## config.mk

```make
export PLATFORM = sky130hd
export DESIGN_NAME = manchester_encoder_tx_flat
export DESIGN_NICKNAME = d
export VERILOG_FILES = /design/src/rtl/manchester_encoder_tx_if.sv /design/src/rtl/manchester_encoder_tx.sv /design/src/flat_wrapper.sv
export SDC_FILE = /design/constraint.sdc
export NUM_CORES = 1
export LEC_CHECK = 0
export BUFFER_PORTS_ARGS = -buffer_cell sky130_fd_sc_hd__buf_2
export CAP_MARGIN = 20
export CORE_UTILIZATION = 30
export CTS_CLUSTER_DIAMETER = 80
export DETAILED_ROUTE_END_ITERATION = 7
export HOLD_SLACK_MARGIN = 0.08
export SETUP_SLACK_MARGIN = 0.15
export SKIP_LAST_GASP = 1
export SYNTH_ARGS = -nofsm -noshare
export SYNTH_HDL_FRONTEND = slang
export SYNTH_SLANG_ARGS = --single-unit
```

## constraint.sdc

```tcl
create_clock -name clk_sys -period 4.15 [get_ports clk_sys]
set_input_delay 0.415 -clock clk_sys [delete_from_list [all_inputs] [get_ports clk_sys]]
set_output_delay 0.415 -clock clk_sys [all_outputs]
set_load 0.01 [all_outputs]
```

## src/rtl/manchester_encoder_tx_if.sv

```systemverilog
// Valid/ready word handshake feeding the Manchester line transmitter.
interface manchester_encoder_tx_if #(
  parameter int DATA_WIDTH = 8
);
  logic [DATA_WIDTH-1:0] tx_data;
  logic                  tx_valid;
  logic                  tx_ready;

  modport master (output tx_data, output tx_valid, input tx_ready);
  modport slave  (input tx_data, input tx_valid, output tx_ready);
endinterface

```

## src/rtl/manchester_encoder_tx.sv

```systemverilog
// Manchester transmitter: alternating preamble then payload MSB first.
// Each bit cell is two H-cycle half levels; the second half carries the data value.
module manchester_encoder_tx #(
  parameter int BIT_PERIOD_CLKS = 100,
  parameter int DATA_WIDTH      = 8,
  parameter int PREAMBLE_BITS   = 8
) (
  input  logic                    clk_sys,
  input  logic                    rst,
  manchester_encoder_tx_if.slave  tx,
  output logic                    manchester_out,
  output logic                    tx_busy,
  output logic                    tx_done
);
  localparam int H    = BIT_PERIOD_CLKS / 2;
  localparam int TW   = (H > 1) ? $clog2(H) : 1;
  localparam int MAXB = (PREAMBLE_BITS > DATA_WIDTH) ? PREAMBLE_BITS : DATA_WIDTH;
  localparam int CW   = $clog2(MAXB + 1);
  localparam logic [TW-1:0] T_LAST = TW'(H - 1);
  localparam logic [CW-1:0] P_LAST = CW'(PREAMBLE_BITS - 1);
  localparam logic [CW-1:0] D_LAST = CW'(DATA_WIDTH - 1);

  typedef enum logic [1:0] {IDLE, PREAMBLE, DATA} state_t;

  state_t                state, state_n;
  logic [TW-1:0]         timer, timer_n;
  logic                  half, half_n;
  logic [CW-1:0]         cnt, cnt_n;
  logic [DATA_WIDTH-1:0] sh, sh_n;
  logic                  bit_n, line_n;

  assign tx.tx_ready = (state == IDLE) && !rst;
  assign tx_busy     = (state != IDLE);
  assign tx_done     = (state == DATA) && half && (timer == T_LAST) && (cnt == D_LAST);

  always_comb begin
    state_n = state;
    timer_n = timer;
    half_n  = half;
    cnt_n   = cnt;
    sh_n    = sh;
    case (state)
      IDLE: begin
        if (tx.tx_valid && tx.tx_ready) begin
          sh_n    = tx.tx_data;
          timer_n = '0;
          half_n  = 1'b0;
          cnt_n   = '0;
          state_n = (PREAMBLE_BITS > 0) ? PREAMBLE : DATA;
        end
      end
      default: begin
        if (timer == T_LAST) begin
          timer_n = '0;
          half_n  = ~half;
          if (half) begin
            cnt_n = cnt + 1'b1;
            if (state == DATA) sh_n = sh << 1;
            if (state == PREAMBLE && cnt == P_LAST) begin
              cnt_n   = '0;
              state_n = DATA;
            end else if (state == DATA && cnt == D_LAST) begin
              cnt_n   = '0;
              state_n = IDLE;
            end
          end
        end else begin
          timer_n = timer + 1'b1;
        end
      end
    endcase
    // Line is registered, so it is derived from where the frame will be next cycle.
    bit_n  = (state_n == PREAMBLE) ? ~cnt_n[0] : sh_n[DATA_WIDTH-1];
    line_n = (state_n == IDLE) ? 1'b0 : (half_n ? bit_n : ~bit_n);
  end

  always_ff @(posedge clk_sys) begin
    if (rst) begin
      state          <= IDLE;
      timer          <= '0;
      half           <= 1'b0;
      cnt            <= '0;
      sh             <= '0;
      manchester_out <= 1'b0;
    end else begin
      state          <= state_n;
      timer          <= timer_n;
      half           <= half_n;
      cnt            <= cnt_n;
      sh             <= sh_n;
      manchester_out <= line_n;
    end
  end
endmodule

```

## src/flat_wrapper.sv

```systemverilog
// flat-port wrapper written by rule: the top's interface ports become plain ports
module manchester_encoder_tx_flat 
#(
  parameter int BIT_PERIOD_CLKS = 100,
  parameter int DATA_WIDTH      = 8,
  parameter int PREAMBLE_BITS   = 8
)
  (clk_sys, rst, manchester_out, tx_busy, tx_done, tx_tx_data, tx_tx_valid, tx_tx_ready);
  manchester_encoder_tx_if #(.DATA_WIDTH(DATA_WIDTH)) tx_i ();
  input  logic clk_sys;
  input  logic rst;
  output logic manchester_out;
  output logic tx_busy;
  output logic tx_done;
  input wire logic [$bits(tx_i.tx_data)-1:0] tx_tx_data;
  input wire logic [$bits(tx_i.tx_valid)-1:0] tx_tx_valid;
  output wire logic [$bits(tx_i.tx_ready)-1:0] tx_tx_ready;
  assign tx_i.tx_data = tx_tx_data;
  assign tx_i.tx_valid = tx_tx_valid;
  assign tx_tx_ready = tx_i.tx_ready;
  manchester_encoder_tx #(.BIT_PERIOD_CLKS(BIT_PERIOD_CLKS), .DATA_WIDTH(DATA_WIDTH), .PREAMBLE_BITS(PREAMBLE_BITS)) u_core (.clk_sys(clk_sys), .rst(rst), .tx(tx_i), .manchester_out(manchester_out), .tx_busy(tx_busy), .tx_done(tx_done));
endmodule
```

==> summary.txt, run 1 <==
Status
  – Status: complete, no violations

Route
  – Drt total wl: 2.62 mm
  – Wire length per cell: ~13 um
  – Via count: between 1k and 1.5k
  – Post-route ant nets: 0
  – DR pass1 iterations: 6
  – Drc violations: 0
  – Via density: 5.34
  – Initial drt markers: about 120

Clock network
  – Root Driver: clkbuf_8
  – CTS Buf Count: 3
  – TritonCTS Sinks: 22
  – Hold buffer count at CTS: 0
  – H-Tree Depth: 1
  – Max Root-Sink Buffers: 2
  – CTS tree: done
  – Worst-path clk slew: roughly 0.080 ns
  – Worst skew pair latency: around 0.26 ns
  – Post-CTS resize count: 0
  – Post-CTS Setup Bufs: 0

Timing
  – Hold violation count in the final report: 0
  – Skew final: about 0.0053 ns
  – Period minus WS final: ~2.3 ns
  – Peak Freq: between 0.4 and 0.5 GHz
  – Least-Margin Pin Slew: 0.998 ns
  – Hold_ws: ~0.42 ns
  – PnR worst setup slack: 1.90 ns
  – Max-slew violations: 0
  – RSZ-0062 raised after global routing: no
  – Setup TNS: 0 ns
  – Slew margin rel.: 0.333
  – Final setup fails: 0
  – Period Utilization, post-route: 0.543

Worst hold path
  – Hold endpoint: u_core.sh[0]
  – Class of the worst hold path: in2reg
  – Worst Min Path Start: tx_tx_data[0]
  – Hold Path Depth: 3

Setup path
  – Buffers & Inverters on Critical Path: 0
  – Worst Setup Start Kind: register
  – CP Data Required Time: 4.29 ns
  – Setup CP Type: reg2reg
  – R2R Path Start: u_core.state[1]
  – Cell family with most CP delay: simple AND/OR/NAND/NOR gates
  – CP endpoint kind: register
  – Slowest CP cell: nor4b_2
  – Critical path arrival: about 2.4 ns
  – Reg2reg path depth: 5
  – Reg2Reg Capture Point: u_core.sh[2]
  – Crit-path cells: nor4b_2 -> a21o_1 -> nand2_1 -> a222oi_1 -> nor2_1
  – CP Max Fanout: 13
  – Crit-path max cell delay: 0.92 ns
  – R2R setup slack: around 1.9 ns

Yosys
  – Synth Area per Inst: 8.38 um2
  – Most frequent cells after synthesis: nor2_1 (28), dfxtp_1 (22), nand2_1 (16)
  – Yosys top cell by area: dfxtp_1
  – Share of the synthesized area in the top cell type: 0.375
  – Most common flop cell mapped by yosys: dfxtp_1
  – Synth Net Count: 154
  – Count leader, synth: nor2_1
  – Mapped Cells: 140
  – Netlist cell types: 40
  – Synthesis-stage register bit count: 22
  – Yosys Warn Count: 0
  – Ranking of synthesized cells by area: dfxtp_1 (38%), nor2_1 (9.0%), a222oi_1 (5.1%)
  – Synthesized area: 1170 um2
  – Sequential area share after synthesis: 0.375
  – Synth async-reset ratio: 0
  – EDFF count, synth: 0

Placement
  – Global placement routability congestion: approximately 0.9
  – Input/output buffers: 14
  – DP Wirelength: 1.92 mm
  – Pre-CTS setup slack: roughly 1.8 ns
  – Area after DPL: around 1300 um2

Die
  – Die span in x: approximately 65 um
  – Core area: ~3700 um2
  – Starting Density: 0.316
  – Io pins: 15
  – Die height: roughly 65 um
  – Die Area: approximately 4200 um2
  – Row cnt: 22

GRT
  – First-pass GRT wire length: 4.53 mm
  – Initial antenna violation count: 0
  – Largest net degree at the start of global routing: 26
  – All-Layer GR Usage: 0.139
  – Congestion Overflow GR: 0
  – Vias in the first global route: slightly above 1k

Power
  – Pwr dens: 353 nW/um2
  – Max VDD drop: between 0.1 and 0.15 mV
  – Leakage power: 0.500 nW

Finish
  – Fin area: about 1300 um2
  – Area delta synth->final: 13.5%
  – Ratio of cells with drive above 1 in the final layout: 0.164
  – Final #Nets: 167
  – Fin util: 0.359
  – Ant. Diodes: 0

Run
  – Max Cap Viol: 0
==> tightest hold or removal path: cells and delay by family <==
| family | cells | cell delay, ns |
|---|---|---|
| buf+inv | 1 | 0.08 |
| compound gates | 1 | 0.08 |
| simple gates | 1 | 0.07 |
==> layer usage <==
metal	up-vias	routed length, um	GRT usage
met2	27	1210	0.212
met1	508	1330	0.192
met5	-	0	0
met3	2	74	0.0229
li1	531	-	-
met4	0	12	0.0583
==> sequential cells by signal, indices dropped and copies added, names as in the netlist <==
register	count
u_core.cnt	4
u_core.manchester_out	1
u_core.sh	8
u_core.half	1
u_core.state	2
u_core.timer	6
==> power breakdown <==
| part | internal, mW | total, mW | switching (mW) | leakage [nW] |
|---|---|---|---|---|
| registers | 0.217 | 0.223 | 0.00585 | 0.179 |
| logic | 0.0218 | 0.0515 | 0.0297 | 0.286 |
| clock network | 0.129 | 0.196 | 0.0673 | 0.0357 |
| total | 0.368 | 0.471 | 0.103 | 0.500 |
==> final cells by class <==
type / instances / area [um2]
Multi-Input combinational cell: 109 / 666
Inverter: 3 / 25.0
Tap cell: 48 / 60.1
Sequential cell: 22 / 440
Clock buffer: 3 / 41.3
Clock inverter: 1 / 30.0
Fill cell: 390 / 2380
Timing Repair Buffer: 14 / 70.1
==> logic make-up (layout without fill, tap and decap cells) <==
family                   after synthesis  after routing  share of synthesized area
AO/OA/AOI/OAI                         33             33                      0.192
AND/OR/NAND/NOR                       71             71                      0.326
flip-flops                            22             22                      0.375
adder cells (fa/ha/maj)                3              3                     0.0320
buffers and inverters                  9             21                     0.0576
multiplexers                           2              2                     0.0171
==> through the flow <==
| step | cells | power (mW) |
|---|---|---|
| after detailed placement | 196 | 0.280 |
| final | 200 | 0.471 |
| after floorplan | 140 | 0.265 |
| after global placement | 196 | 0.278 |
| after CTS | 200 | 0.479 |
| after global routing | 200 | 0.495 |
==> cells in the final DEF, fill, tap and decap left out <==
cell       instances
inv_1              2
a21oi_2            1
nor3b_1            3
o32ai_1            1
o21ai_0            5
o22ai_1            1
or4b_1             1
nand2b_1           1
or3_1              2
and2_1             1
a31oi_1            2
mux2i_1            2
buf_2             14
nor3_2             1
nor2_1            28
nor3_1             3
nor2_2             1
clkbuf_8           3
dfxtp_1           22
nand2_1           16
and3_1             3
nand3_1            3
a311oi_1           2
nor3b_2            1
and3b_1            1
a21oi_1           10
nor4b_2            1
o21ai_1            1
a32oi_1            1
nand4bb_4          1
and4bb_1           1
bufinv_8           1
ha_1               3
a222oi_1           6
a22oi_1            1
nor4_1             1
bufinv_16          1
nor2b_1            2
a21o_1             2
==> worst max-delay path by stage <==
| stage | startpoint | endpoint | slack, ns | cells past startpoint |
|---|---|---|---|---|
| after floorplan | u_core.timer[0] | u_core.manchester_out | 2.32 | 7 |
| after global placement | rst | u_core.sh[2] | 1.80 | 6 |
| after detailed placement | rst | u_core.sh[2] | 1.76 | 6 |
| after CTS | u_core.state[1] | u_core.sh[2] | 1.94 | 5 |
| after global routing | u_core.state[1] | u_core.manchester_out | 1.69 | 6 |
| final | u_core.state[1] | u_core.sh[2] | 1.90 | 5 |
(Power assumes the default switching activity.)
==> run 2: changes to the inputs <==
==> constraint.sdc (replaced) <==
create_clock -name clk_sys -period 2.2 [get_ports clk_sys]
set_input_delay 0.22 -clock clk_sys [delete_from_list [all_inputs] [get_ports clk_sys]]
set_output_delay 0.22 -clock clk_sys [all_outputs]
set_load 0.01 [all_outputs]
==> summary.txt, run 2 (synthesized netlist as in run 1, its figures left out) <==
Power
  – Sequential Power Share: 0.472
  – Sw frac: 0.220
  – Combinational fraction of design power: 0.113
  – Leakage power: approximately 0.56 nW
  – Tot Pwr: between 0.8 and 0.9 mW
  – Pwr dens: between 600 and 700 nW/um2
  – Max VDD drop: between 0.2 and 0.25 mV
  – Cell Int Power: 0.697 mW
  – P_sw: 0.196 mW
  – Clock power frac: 0.415

Clock network
  – H-Tree Depth: 1
  – CTS Buf Count: 3
  – TritonCTS Sinks: 22
  – Worst skew pair latency: 0.26 ns
  – Max Root-Sink Buffers: 2
  – CTS tree: done
  – Worst-path clk slew: roughly 0.08 ns
  – Root Driver: clkbuf_8
  – Hold buffer count at CTS: 0

Timing
  – PnR worst setup slack: between 0.2 and 0.3 ns
  – Setup TNS: 0 ns
  – Hold violation count in the final report: 0
  – RSZ-0062 raised after global routing: no
  – Least-Margin Pin Slew: roughly 0.42 ns
  – Final setup fails: 0
  – Period minus WS final: approximately 2 ns
  – Period Utilization, post-route: 0.883
  – Max-slew violations: 0
  – Skew final: 0.00643 ns
  – Peak Freq: around 0.5 GHz
  – Slew margin rel.: 0.718

Finish
  – Number of flip-flops in the largest register: 8
  – Ant. Diodes: 0
  – Final #Nets: 172
  – Ratio of cells with drive above 1 in the final layout: 0.217
  – Most common cell after layout, fill and taps aside: nor2_1
  – Area delta synth->final: 18.3%
  – Largest regs: u_core.sh: 8 flops, u_core.timer: 6 flops, u_core.cnt: 4 flops
  – Commonest cells after routing, fill and taps aside: nor2_1 (27), dfxtp_1 (21), nand2_1 (16)
  – Largest Register: u_core.sh

Setup path
  – Slowest CP cell: or4b_1
  – Worst Setup Start Kind: register
  – Critical path arrival: 2.14 ns
  – Crit-path cells: inv_1 -> ha_2 -> nand4bb_4 -> nor3b_4 -> nor3_1 -> or4b_1 -> a21o_1 -> a21oi_2
  – CP endpoint kind: register
  – CP Max Fanout: 5
  – CP Data Required Time: about 2.4 ns
  – Crit-path max cell delay: 0.50 ns
  – Setup CP Type: reg2reg

Route
  – Drt total wl: 2.63 mm
  – Wire length per cell: between 10 and 15 um
  – Drc violations: 0
  – Initial drt markers: 106
  – Via count: 1102
  – Via density: around 5.4
  – DR pass1 iterations: 4
  – Post-route ant nets: 0

Run
  – Max Cap Viol: 0

GRT
  – Initial antenna violation count: 0
  – Congestion Overflow GR: 0
  – Largest net degree at the start of global routing: 24
  – Vias in the first global route: between 1k and 1.5k
  – First-pass GRT wire length: around 4.6 mm
  – All-Layer GR Usage: 0.141

Worst hold path
  – Class of the worst hold path: in2reg

Status
  – Status: complete, no violations

Die
  – Die Area: 4170 um2
  – Core area: ~3700 um2
  – Die span in x: around 65 um
  – Row cnt: 22
  – Starting Density: 0.316
  – Die height: approximately 65 um
  – Io pins: 15

Placement
  – Global placement routability congestion: ~0.8
  – Input/output buffers: 14
  – Pre-CTS setup slack: around 0.26 ns
  – DP Wirelength: 1.88 mm
==> run 2: cell count changes in the layout (fill, tap and decap cells not counted), sizes merged <==
cell  delta
buf      +5
==> run 2: area by class of cell <==
cell class | count | area [um2]
Fill cell | 392 | 2330
Multi-Input combinational cell | 109 | 683
Sequential cell | 22 | 442
Timing Repair Buffer | 19 | 108
Tap cell | 48 | 60.1
Clock buffer | 3 | 41.3
Clock inverter | 1 | 30.0
Inverter | 3 | 25.0
==> run 2: worst max-delay path, delay by kind of cell (launching register included) <==
kind            cells  cell delay (ns)
compound gates      2             0.28
fa+ha+maj           1             0.19
buf+inv             1             0.06
flops               1             0.34
simple gates        4             1.00
==> run 2: what timing repair did <==
item | CTS | global route
resized for setup | 0 | 6
endpoints found under the setup margin | 0 | 7
endpoints found under the hold margin | 0 | 0
buffers inserted | 0 | 2
==> run 2: worst paths after layout <==
| check | cells past startpoint | slack, ns | startpoint | endpoint |
|---|---|---|---|---|
| worst max-delay path | 8 | 0.26 | u_core.timer[1] | u_core.manchester_out |
| worst min-delay path | 3 | 0.21 | tx_tx_data[2] | u_core.sh[2] |
| worst max register to register | 8 | 0.26 | u_core.timer[1] | u_core.manchester_out |
| worst min register to register | 2 | 0.50 | u_core.sh[4] | u_core.sh[5] |
==> run 2: per-layer routing <==
| metal | global-route usage | share of wire | routed length, um | vias up |
|---|---|---|---|---|
| li1 | - | - | - | 546 |
| met1 | 0.169 | 0.46 | 1200 | 526 |
| met2 | 0.247 | 0.49 | 1290 | 26 |
| met3 | 0.0211 | 0.036 | 95 | 4 |
| met4 | 0.0583 | 0.018 | 48 | 0 |
| met5 | 0 | 0 | 0 | - |
==> run 2: per-stage QoR <==
step                area, um2   util  hold slack (ns)  cells
floorplan                1170      -            0.292    140
global placement         1280  0.345            0.468    199
detailed placement       1280  0.345            0.467    199
CTS                      1360  0.365            0.201    203
global route             1390  0.374            0.222    205
finish                   1390  0.374            0.209    205
==> run 2: power by group through the flow <==
stage               Sequential, mW  Clock (mW)  Combinational, mW
floorplan                    0.426           0             0.0732
global placement             0.430           0             0.0979
detailed placement           0.430           0             0.0996
CTS                          0.421       0.384              0.100
global route                 0.424       0.402              0.115
finish                       0.422       0.371              0.101
